==> config.mk <==
export PLATFORM = sky130hd
export DESIGN_NAME = spi_subperipheral_router_flat
export DESIGN_NICKNAME = d
export VERILOG_FILES = /design/src/rtl/spi_subperipheral_router_if.sv /design/src/rtl/spi_subperipheral_router.sv /design/src/flat_wrapper.sv
export SDC_FILE = /design/constraint.sdc
export NUM_CORES = 1
export LEC_CHECK = 0
export BUFFER_PORTS_ARGS = -buffer_cell sky130_fd_sc_hd__buf_2
export CAP_MARGIN = 10
export CORE_MARGIN = 3
export CORE_UTILIZATION = 54
export DETAILED_ROUTE_END_ITERATION = 6
export PLACE_DENSITY = 0.92
export SYNTH_ARGS = -nofsm -noshare
export SYNTH_HDL_FRONTEND = slang
export SYNTH_SLANG_ARGS = --single-unit
==> constraint.sdc <==
create_clock -name clock_in -period 5.1 [get_ports clock_in]
set_input_delay 0.51 -clock clock_in [delete_from_list [all_inputs] [get_ports clock_in]]
set_output_delay 0.51 -clock clock_in [all_outputs]
set_load 0.005 [all_outputs]
==> src/rtl/spi_subperipheral_router_if.sv <==
// spi_subperipheral_router_if: front-end address/data bus plus per-channel data lanes; slave = router side, master = front-end/driver side
interface spi_subperipheral_router_if #(
  parameter int NUM_SUBPERIPHERALS = 4,
  parameter int COUNT_WIDTH = 16
);
  logic [7:0] address_in;
  logic address_in_valid;
  logic [7:0] peripheral_data_out;
  logic peripheral_data_out_valid;
  logic [NUM_SUBPERIPHERALS-1:0] subperipheral_enable_out;
  logic [NUM_SUBPERIPHERALS*8-1:0] subperipheral_data_in;
  logic [NUM_SUBPERIPHERALS-1:0] subperipheral_data_in_valid;
  logic [COUNT_WIDTH-1:0] byte_count_out;
  logic unmapped_address_out;
  logic timeout_out;
  modport slave (
    input address_in, address_in_valid, subperipheral_data_in, subperipheral_data_in_valid,
    output peripheral_data_out, peripheral_data_out_valid, subperipheral_enable_out,
    byte_count_out, unmapped_address_out, timeout_out
  );
  modport master (
    output address_in, address_in_valid, subperipheral_data_in, subperipheral_data_in_valid,
    input peripheral_data_out, peripheral_data_out_valid, subperipheral_enable_out,
    byte_count_out, unmapped_address_out, timeout_out
  );
endinterface

==> src/rtl/spi_subperipheral_router.sv <==
// spi_subperipheral_router: latches an SPI address, decodes it to a one-hot channel enable and forwards that channel's strobed bytes (clock_in, reset_in, bus: address/valid in, data/enable/count/unmapped/timeout out)
module spi_subperipheral_router #(
  parameter int NUM_SUBPERIPHERALS = 4,
  parameter logic [NUM_SUBPERIPHERALS*8-1:0] ADDRESS_MAP = {8'hBB, 8'h20, 8'h10, 8'h00},
  parameter int TIMEOUT_CYCLES = 255,
  parameter int COUNT_WIDTH = 16
) (
  input logic clock_in,
  input logic reset_in,
  spi_subperipheral_router_if.slave bus
);
  localparam int SW = NUM_SUBPERIPHERALS > 1 ? $clog2(NUM_SUBPERIPHERALS) : 1;
  localparam int IW = $clog2(TIMEOUT_CYCLES + 2);
  typedef enum logic [2:0] {IDLE, DECODE, ACTIVE, UNMAPPED, TIMEOUT} state_t;
  state_t state, state_n;
  logic [7:0] addr_q;
  logic [SW-1:0] sel_q, hit_idx;
  logic [IW-1:0] idle_cnt;
  logic hit, fwd, expire;
  always_comb begin
    hit = 1'b0;
    hit_idx = '0;
    for (int i = NUM_SUBPERIPHERALS - 1; i >= 0; i--)
      if (ADDRESS_MAP[8*i +: 8] == addr_q) begin
        hit = 1'b1;
        hit_idx = SW'(i);
      end
  end
  always_comb begin
    fwd = state == ACTIVE && bus.address_in_valid && bus.subperipheral_data_in_valid[sel_q];
    expire = TIMEOUT_CYCLES != 0 && !fwd && idle_cnt == IW'(TIMEOUT_CYCLES - 1);
    state_n = !bus.address_in_valid ? IDLE :
              state == IDLE ? DECODE :
              state == DECODE ? (hit ? ACTIVE : UNMAPPED) :
              (state == ACTIVE && expire) ? TIMEOUT : state;
  end
  always_ff @(posedge clock_in) begin
    if (reset_in) begin
      state <= IDLE;
      addr_q <= '0;
      sel_q <= '0;
      idle_cnt <= '0;
      bus.peripheral_data_out <= '0;
      bus.peripheral_data_out_valid <= 1'b0;
      bus.subperipheral_enable_out <= '0;
      bus.byte_count_out <= '0;
      bus.unmapped_address_out <= 1'b0;
      bus.timeout_out <= 1'b0;
    end else begin
      state <= state_n;
      if (state == IDLE && bus.address_in_valid) begin
        addr_q <= bus.address_in;
        bus.byte_count_out <= '0;
      end
      if (state == DECODE) sel_q <= hit_idx;
      idle_cnt <= (state == ACTIVE && !fwd) ? idle_cnt + IW'(1) : '0;
      bus.peripheral_data_out_valid <= fwd;
      if (fwd) bus.peripheral_data_out <= bus.subperipheral_data_in[8*sel_q +: 8];
      if (fwd && !(&bus.byte_count_out)) bus.byte_count_out <= bus.byte_count_out + COUNT_WIDTH'(1);
      bus.subperipheral_enable_out <= state_n != ACTIVE ? '0 :
                                      state == DECODE ? NUM_SUBPERIPHERALS'(1) << hit_idx :
                                      bus.subperipheral_enable_out;
      bus.unmapped_address_out <= state_n == UNMAPPED;
      bus.timeout_out <= state_n == TIMEOUT;
    end
  end
endmodule

==> src/flat_wrapper.sv <==
// flat-port wrapper written by rule: the top's interface ports become plain ports
module spi_subperipheral_router_flat 
#(
  parameter int NUM_SUBPERIPHERALS = 4,
  parameter logic [NUM_SUBPERIPHERALS*8-1:0] ADDRESS_MAP = {8'hBB, 8'h20, 8'h10, 8'h00},
  parameter int TIMEOUT_CYCLES = 255,
  parameter int COUNT_WIDTH = 16
)
  (clock_in, reset_in, bus_address_in, bus_address_in_valid, bus_subperipheral_data_in, bus_subperipheral_data_in_valid, bus_peripheral_data_out, bus_peripheral_data_out_valid, bus_subperipheral_enable_out, bus_byte_count_out, bus_unmapped_address_out, bus_timeout_out);
  spi_subperipheral_router_if #(.NUM_SUBPERIPHERALS(NUM_SUBPERIPHERALS), .COUNT_WIDTH(COUNT_WIDTH)) bus_i ();
  input logic clock_in;
  input logic reset_in;
  input wire logic [$bits(bus_i.address_in)-1:0] bus_address_in;
  input wire logic [$bits(bus_i.address_in_valid)-1:0] bus_address_in_valid;
  input wire logic [$bits(bus_i.subperipheral_data_in)-1:0] bus_subperipheral_data_in;
  input wire logic [$bits(bus_i.subperipheral_data_in_valid)-1:0] bus_subperipheral_data_in_valid;
  output wire logic [$bits(bus_i.peripheral_data_out)-1:0] bus_peripheral_data_out;
  output wire logic [$bits(bus_i.peripheral_data_out_valid)-1:0] bus_peripheral_data_out_valid;
  output wire logic [$bits(bus_i.subperipheral_enable_out)-1:0] bus_subperipheral_enable_out;
  output wire logic [$bits(bus_i.byte_count_out)-1:0] bus_byte_count_out;
  output wire logic [$bits(bus_i.unmapped_address_out)-1:0] bus_unmapped_address_out;
  output wire logic [$bits(bus_i.timeout_out)-1:0] bus_timeout_out;
  assign bus_i.address_in = bus_address_in;
  assign bus_i.address_in_valid = bus_address_in_valid;
  assign bus_i.subperipheral_data_in = bus_subperipheral_data_in;
  assign bus_i.subperipheral_data_in_valid = bus_subperipheral_data_in_valid;
  assign bus_peripheral_data_out = bus_i.peripheral_data_out;
  assign bus_peripheral_data_out_valid = bus_i.peripheral_data_out_valid;
  assign bus_subperipheral_enable_out = bus_i.subperipheral_enable_out;
  assign bus_byte_count_out = bus_i.byte_count_out;
  assign bus_unmapped_address_out = bus_i.unmapped_address_out;
  assign bus_timeout_out = bus_i.timeout_out;
  spi_subperipheral_router #(.NUM_SUBPERIPHERALS(NUM_SUBPERIPHERALS), .ADDRESS_MAP(ADDRESS_MAP), .TIMEOUT_CYCLES(TIMEOUT_CYCLES), .COUNT_WIDTH(COUNT_WIDTH)) u_core (.clock_in(clock_in), .reset_in(reset_in), .bus(bus_i));
endmodule
==> impl_results.md, run 1 <==
- RSZ-0062 raised after global routing: false
- Vias per cell: 5.85
- Clock Path Buffers: 2
- Placed instance count: about 410
- Status: finished, final reports clean
- Synth async-reset ratio: 0%
- Post-Syn Area per Cell: 8.49 µm²
- Post-Layout Cell Count: between 400 and 500
- Reg clk slew, reported paths: approximately 0.090 ns
- Vias in the first global route: about 2100
- CORE AREA: between 0.004 and 0.005 mm²
- Internal cell power: slightly above 600 µW
- Post-route ant nets: 0
- DR WL/cell: roughly 15 µm
- Final layout net count: 418
- P_sw: about 180 µW
- Largest area contributor in the netlist: dfxtp_1
- Num CTS Buffers: 5
- Post-Route WL: roughly 6000 µm
- CTS Root Cell: clkbuf_8
- Die area: 0.00551 mm²
- Switching share of total power: 22.6%
- Yosys top cell area share: 42.2%
- Initial antenna violation count: 0
- VDD IR-drop max: 203 µV
- DR vias: approximately 2500
- First-pass GRT wire length: 9450 µm
- Fin. Hold Viols: 0
- Die Width: 74.2 µm
- Startpoint Class: flip-flop
- # diodes: 0
- DRC: 0
- Postcts setup bufs: 0
- Syn Nets: 346
- # hold bufs at CTS: 0
- Row count: 24
- Clock power frac: 36.3%
- CP Capture Type: flip-flop
- CTS sink cnt: 53
- Max Fanout on Critical Path: 13
- Final setup violating endpoints: 0
- Initial DRC Count: around 260
- Pwr/cell area: approximately 270 mW/mm²
- Post-cts sizing count: 0
- Tcrit/Tclk final: 50.5%
- Most frequent cells after synthesis: dfxtp_1, nand2_1, nor2_1
- Synth Register Bits: 53
- Seq pwr share: 53.9%
- Layout area overhead: 20.2%
- WP data required: 5.33 ns
- Cell variety after synth: 39
- Die Y: ~74 µm
- Seq/Total Area, Yosys: approximately 42%
- Worst Tran Pin Value: 1.09 ns
- Slew Limit Fails: 0
- Largest cells by area after synthesis: dfxtp_1, nand2_1, mux4_2
- CTS tree: yes
- Total grt overflow: 0
- Initial Util: around 57%
- TritonRoute pass-1 iters: 5
- Top FF cell, synth: dfxtp_1
- Post-DP HPWL: roughly 4600 µm
- Minimum clock period: between 2 and 3 ns
- Worst skew pair latency: 0.31 ns
- Static Leakage: about 1.2 nW
- GPL Wtd Cong: about 0.90
- Data arrival, critical path: 2.81 ns
- Hold Crit Class: primary input to flip-flop
- Port bufs: 77
- Total routing usage reported by global routing: 22.0%
- Post-synth EDFFs: 0
- IO Pins: 78
- Normalized max-slew margin: 26.8%
- CTS H-tree lvls: 2
- Ratio of cells with drive above 1 in the final layout: about 25%
- Top-count cell post-synth: dfxtp_1
- Comb pwr share: 9.8%
- Number of max-cap violations: 0
- Fmax: slightly below 400 MHz
- Synth Instances: approximately 300
- Worst Skew: roughly 0.0042 ns
- Final setup TNS: 0 ns
- Largest net degree at the start of global routing: 27
- Synth warn: 0
- Kind of critical path: flip-flop to flip-flop
- Netlist Area Pre-Place: 0.00251 mm²
-- registers in the layout (all words and copies together) (netlist names), 2 cells and up --
register and count:
u_core.addr_q 8, u_core.state 3, u_core.bus.byte_count_out 16, u_core.bus.peripheral_data_out 8
u_core.idle_cnt 9, u_core.sel_q 2, u_core.bus.subperipheral_enable_out 4
-- power groups by stage --
stage               Combinational (mW)  Clock, mW  Sequential (mW)
global placement                0.0747          0            0.441
floorplan                       0.0568          0            0.435
finish                          0.0782      0.291            0.432
CTS                             0.0774      0.296            0.432
detailed placement              0.0769          0            0.441
global route                    0.0862      0.312            0.434
-- path summary, 6_finish.rpt --
path / startpoint / endpoint / slack (ns) / cells after the start
setup / recovery: u_core.bus.byte_count_out[1] / u_core.bus.byte_count_out[2] / 2.53 / 6
hold / removal: bus_address_in[2] / u_core.addr_q[2] / 0.43 / 3
setup reg to reg: u_core.bus.byte_count_out[1] / u_core.bus.byte_count_out[2] / 2.53 / 6
hold reg to reg: u_core.bus.peripheral_data_out[5] / u_core.bus.peripheral_data_out[5] / 0.46 / 2
-- layout by cell type, fill, tap and decap left out, drive strengths merged, types with 5 or more instances in the layout --
cell type / n
nor2: 30
or3: 6
mux4: 8
nand4: 8
o21ai: 13
a21oi: 28
nand2: 51
clkbuf: 7
dfxtp: 53
and3: 5
nand3: 21
xor2: 8
inv: 7
buf: 77
-- cells by family after synthesis --
kind of cell	count (synthesis)	synth area share [%]
adders and majority gates	3	1.49
xor gates and xnor gates	12	4.18
DFF	53	42.2
AOI/OAI and AO/OA	54	12.4
muxes	12	8.76
and+or+nand+nor	143	27.6
buffers and inverters	19	3.39
-- critical path: stages (launching register included) --
cell	delay, ns
dfxtp_1	0.42
ha_1	0.25
nand3_1	0.13
or4_1	0.58
a311oi_2	0.80
o21ai_0	0.19
o21ai_0	0.12
-- metal layers --
metal / vias up / routed length (µm) / GRT usage, %
li1: 1200 / - / -
met5: - / 0 / 0
met1: 1145 / 2510 / 27.8
met3: 17 / 405 / 6.49
met2: 100 / 3140 / 36.4
met4: 0 / 123 / 7.11
-- layout make-up --
| type | count | area [µm²] |
|---|---|---|
| inverter | 7 | 26.3 |
| fill | 328 | 1390 |
| tap | 52 | 65.1 |
| timing repair buffer | 77 | 385 |
| clock buffer | 7 | 86.3 |
| sequential | 53 | 1060 |
| clock inverter | 1 | 30.0 |
| multi-input combinational | 224 | 1370 |
-- per-stage QoR --
stage / instance area [µm²] / worst slack, ns / total power [mW] / hold slack (ns) / util, %
after floorplan: 2510 / 3.03 / 0.492 / 0.445 / -
after global placement: 2910 / 2.68 / 0.515 / 0.439 / 65.8
after detailed placement: 2910 / 2.60 / 0.518 / 0.451 / 65.8
after CTS: 3020 / 2.57 / 0.805 / 0.424 / 68.5
after global routing: 3020 / 2.32 / 0.831 / 0.424 / 68.5
final: 3020 / 2.53 / 0.801 / 0.428 / 68.5
Power figures use the tool's default switching activity.
==> run 2: changes to the inputs <==
ABC_AREA = 1   (was default)
CORE_UTILIZATION = 47   (was 54)
PLACE_DENSITY = 0.84   (was 0.92)
clock period = 2.1 ns   (was 5.1 ns; I/O delays follow)
==> run 2 against run 1 <==
  * Sequential power grew 140%
  * Flip-flop and latch count is the same
  * Synthesized cell count grew 34%
  * Critical path type unchanged
  * Final cell count grew 29%
  * Combinational power grew to 2.5 times the previous value
  * Clock-buffer cell count is the same
  * Utilization shrank 9.6 points
  * Clock skew is essentially flat
  * Sequential share of layout area shrank 2.6 points
==> impl_results.md, run 2 <==
- Synth Register Bits: 53 (unchanged)
- Top FF cell, synth: dfxtp_1 (unchanged)
- Fmax: 541 MHz (was 388 MHz)
- Normalized max-slew margin: 67.3% (was 26.8%)
- RR Startpoint: u_core.bus.byte_count_out[0] (was u_core.bus.byte_count_out[1])
- Top reg by flops: u_core.bus.byte_count_out (unchanged)
- CTS tree: yes (unchanged)
- Post-synth EDFFs: 0 (unchanged)
- Total routing usage reported by global routing: 19.2% (was 22.0%)
- IO Pins: 78 (unchanged)
- Switching share of total power: 23.1% (was 22.6%)
- Initial Util: 48.9% (was 56.9%)
- Design Power: 1.94 mW (was 801 µW)
- Post-Route WL: 6330 µm (was 6170 µm)
- Clock Path Buffers: 2 (unchanged)
- DR WL/cell: 11.6 µm (was 14.7 µm)
- TritonRoute pass-1 iters: 4 (was 5)
- Kind of critical path: flip-flop to flip-flop (unchanged)
- GPL Wtd Cong: 0.887 (was 0.902)
- Worst skew pair latency: 0.30 ns (was 0.31 ns)
- Tcrit/Tclk final: 87.9% (was 50.5%)
- Initial antenna violation count: 0 (unchanged)
- Syn Nets: 446 (was 346)
- Pwr/cell area: 596 mW/mm² (was 265 mW/mm²)
- Ratio of cells with drive above 1 in the final layout: 22.4% (was 25.5%)
- # hold bufs at CTS: 0 (unchanged)
- Synth Instances: 396 (was 296)
- Max Fanout on Critical Path: 18 (was 13)
- Commonest cells after routing, fill and taps aside: nand2_1, buf_2, nor2_1 (was buf_2, dfxtp_1, nand2_1)
- Seq/Total Area, Yosys: 39.2% (was 42.2%)
- Largest area contributor in the netlist: dfxtp_1 (unchanged)
- Layout area overhead: 20.5% (was 20.2%)
- Data arrival, critical path: 2.05 ns (was 2.81 ns)
- Vias per cell: 4.97 (was 5.85)
- Num CTS Buffers: 5 (unchanged)
- Critical path buffer and inverter count: 2 (was 0)
- Reg clk slew, reported paths: 0.09 ns (about the same)
- Top Registers: u_core.bus.byte_count_out (16), u_core.idle_cnt (9) (unchanged)
- Die Width: 81.9 µm (was 74.2 µm)
- # diodes: 0 (unchanged)
- Post-route ant nets: 0 (unchanged)
- Critical path's top delay family: simple AND/OR/NAND/NOR gates (was compound AO/OA/AOI/OAI gates)
- Comb pwr share: 10.2% (was 9.8%)
- P_sw: 449 µW (was 181 µW)
- Worst Skew: 0.00438 ns (was 0.00424 ns)
- Netlist Area Pre-Place: 0.00271 mm² (was 0.00251 mm²)
- CORE AREA: 0.00554 mm² (was 0.00441 mm²)
- Vias in the first global route: 2490 (was 2086)
- CTS Root Cell: clkbuf_8 (unchanged)
- Status: finished, final reports clean (unchanged)
- Seq pwr share: 53.3% (was 53.9%)
- Worst Tran Pin Value: 0.489 ns (was 1.09 ns)
- Final setup violating endpoints: 0 (unchanged)
- First-pass GRT wire length: 10400 µm (was 9450 µm)
- Post-route cell area: 0.00326 mm² (was 0.00302 mm²)
- Critical path origin: u_core.bus.byte_count_out[0] (was u_core.bus.byte_count_out[1])
- Final setup TNS: 0 ns (unchanged)
- CTS sink cnt: 53 (unchanged)
- Cell variety after synth: 32 (was 39)
- Total grt overflow: 0 (unchanged)
- Number of flip-flops in the largest register: 16 (unchanged)
- CP Capture Type: flip-flop (unchanged)
- Synth warn: 0 (unchanged)
- Crit path cell chain: ha_1, nand3_1, inv_2, nand2_2, nor2_4, nor2_4, nor2_8, inv_1, nand2_1, nand2_1, nor2_1 (was ha_1, nand3_1, or4_1, a311oi_2, o21ai_0, o21ai_0)
- Slew Limit Fails: 0 (unchanged)
- Largest net degree at the start of global routing: 20 (was 27)
- DRC: 0 (unchanged)
- Util after Layout: 58.9% (was 68.5%)
- Clock power frac: 36.4% (was 36.3%)
- Synth async-reset ratio: 0% (unchanged)
- Internal cell power: 1.50 mW (was 621 µW)
- Most frequent cells after synthesis: nand2_1, nor2_1, dfxtp_1 (was dfxtp_1, nand2_1, nor2_1)
- CP max stage cell: nor2_4 (was a311oi_2)
- Post-Syn Area per Cell: 6.84 µm² (was 8.49 µm²)
- RSZ-0062 raised after global routing: false (unchanged)
- Slowest cell delay on critical path: 0.38 ns (was 0.80 ns)
- Fin. Hold Viols: 0 (unchanged)
- Yosys top cell area share: 39.2% (was 42.2%)
- Port bufs: 77 (unchanged)
- DR vias: 2711 (was 2462)
- Row count: 27 (was 24)
- Post-DP HPWL: 4820 µm (was 4560 µm)
- Hold_ws: 0.145 ns (was 0.428 ns)
- Top-count cell post-synth: nand2_1 (was dfxtp_1)
- Minimum clock period: 1.85 ns (was 2.57 ns)
- Largest cells by area after synthesis: dfxtp_1, nand2_1, nor2_1 (was dfxtp_1, nand2_1, mux4_2)
- CTS H-tree lvls: 2 (unchanged)
- Commonest non-fill, non-tap cell in the layout: nand2_1 (was buf_2)
- VDD IR-drop max: 439 µV (was 203 µV)
- Hold Crit Class: primary input to flip-flop (unchanged)
- Startpoint Class: flip-flop (unchanged)
- Die Y: 81.9 µm (was 74.2 µm)
- Die area: 0.00671 mm² (was 0.00551 mm²)
- Number of max-cap violations: 0 (unchanged)
- WP data required: 2.30 ns (was 5.33 ns)
- Placement Cell Area: 0.00315 mm² (was 0.00291 mm²)
- Final layout net count: 522 (was 418)
- Initial DRC Count: 144 (was 257)
- Post-cts sizing count: 0 (unchanged)
- Static Leakage: 1.48 nW (was 1.20 nW)
- Postcts setup bufs: 0 (unchanged)
- Worst hold start: bus_address_in_valid (was bus_address_in[2])
[run 2: cell count changes after synthesis, sizes merged, moves of 8 or more]
cell   change
nand2     +34
o21ai     +25
mux4       -8
nor2      +37
inv       +42
[run 2: kinds of logic (layout without fill, tap and decap cells)]
family	Yosys count	count (layout)	synth area share, %
simple gates	188	188	31.6
compound gates	83	83	16.0
buf+inv	62	139	9.56
flops	53	53	39.2
xor+xnor	7	7	2.26
fa+ha+maj	3	3	1.39
[run 2: area by class of cell]
type / instances / area [µm²]
tap: 72 / 90.1
inverter: 49 / 184
timing repair buffer: 82 / 423
multi-input combinational: 281 / 1390
fill: 527 / 2280
sequential: 53 / 1060
clock inverter: 1 / 30.0
clock buffer: 7 / 86.3
[run 2: worst register-to-register path: stages (launching register included)]
cell     delay, ns
dfxtp_1       0.37
ha_1          0.24
nand3_1       0.17
inv_2         0.06
nand2_2       0.10
nor2_4        0.05
nor2_4        0.38
nor2_8        0.11
inv_1         0.12
nand2_1       0.05
nand2_1       0.05
nor2_1        0.04
[run 2: layer usage]
layer	share of wire [%]	up-vias	global-route usage [%]
met5	0	-	0
met2	49	58	33.0
met1	45	1228	24.1
li1	-	1418	-
met3	4.7	7	3.73
met4	0.93	0	5.81
[run 2: worst paths after layout]
kind	end	slack (ns)	cells past startpoint
max	u_core.bus.byte_count_out[11]	0.25	11
min	u_core.state[1]	0.15	3
max reg2reg	u_core.bus.byte_count_out[11]	0.25	11
min reg2reg	u_core.bus.peripheral_data_out[7]	0.45	2
[run 2: through the flow]
step           setup WS [ns]  std cells
3_3_place_gp           0.356        537
5_1_grt               0.0375        545
3_5_place_dp           0.272        537
2_1_floorplan          0.531        396
6_report               0.253        545
4_1_cts                0.265        545
[run 2: power by group through the flow]
stage / Combinational, mW / Clock, mW / Sequential [mW]
3_5_place_dp: 0.197 / 0 / 1.06
5_1_grt: 0.225 / 0.757 / 1.04
2_1_floorplan: 0.128 / 0 / 1.06
6_report: 0.199 / 0.708 / 1.04
4_1_cts: 0.198 / 0.724 / 1.04
3_3_place_gp: 0.193 / 0 / 1.06
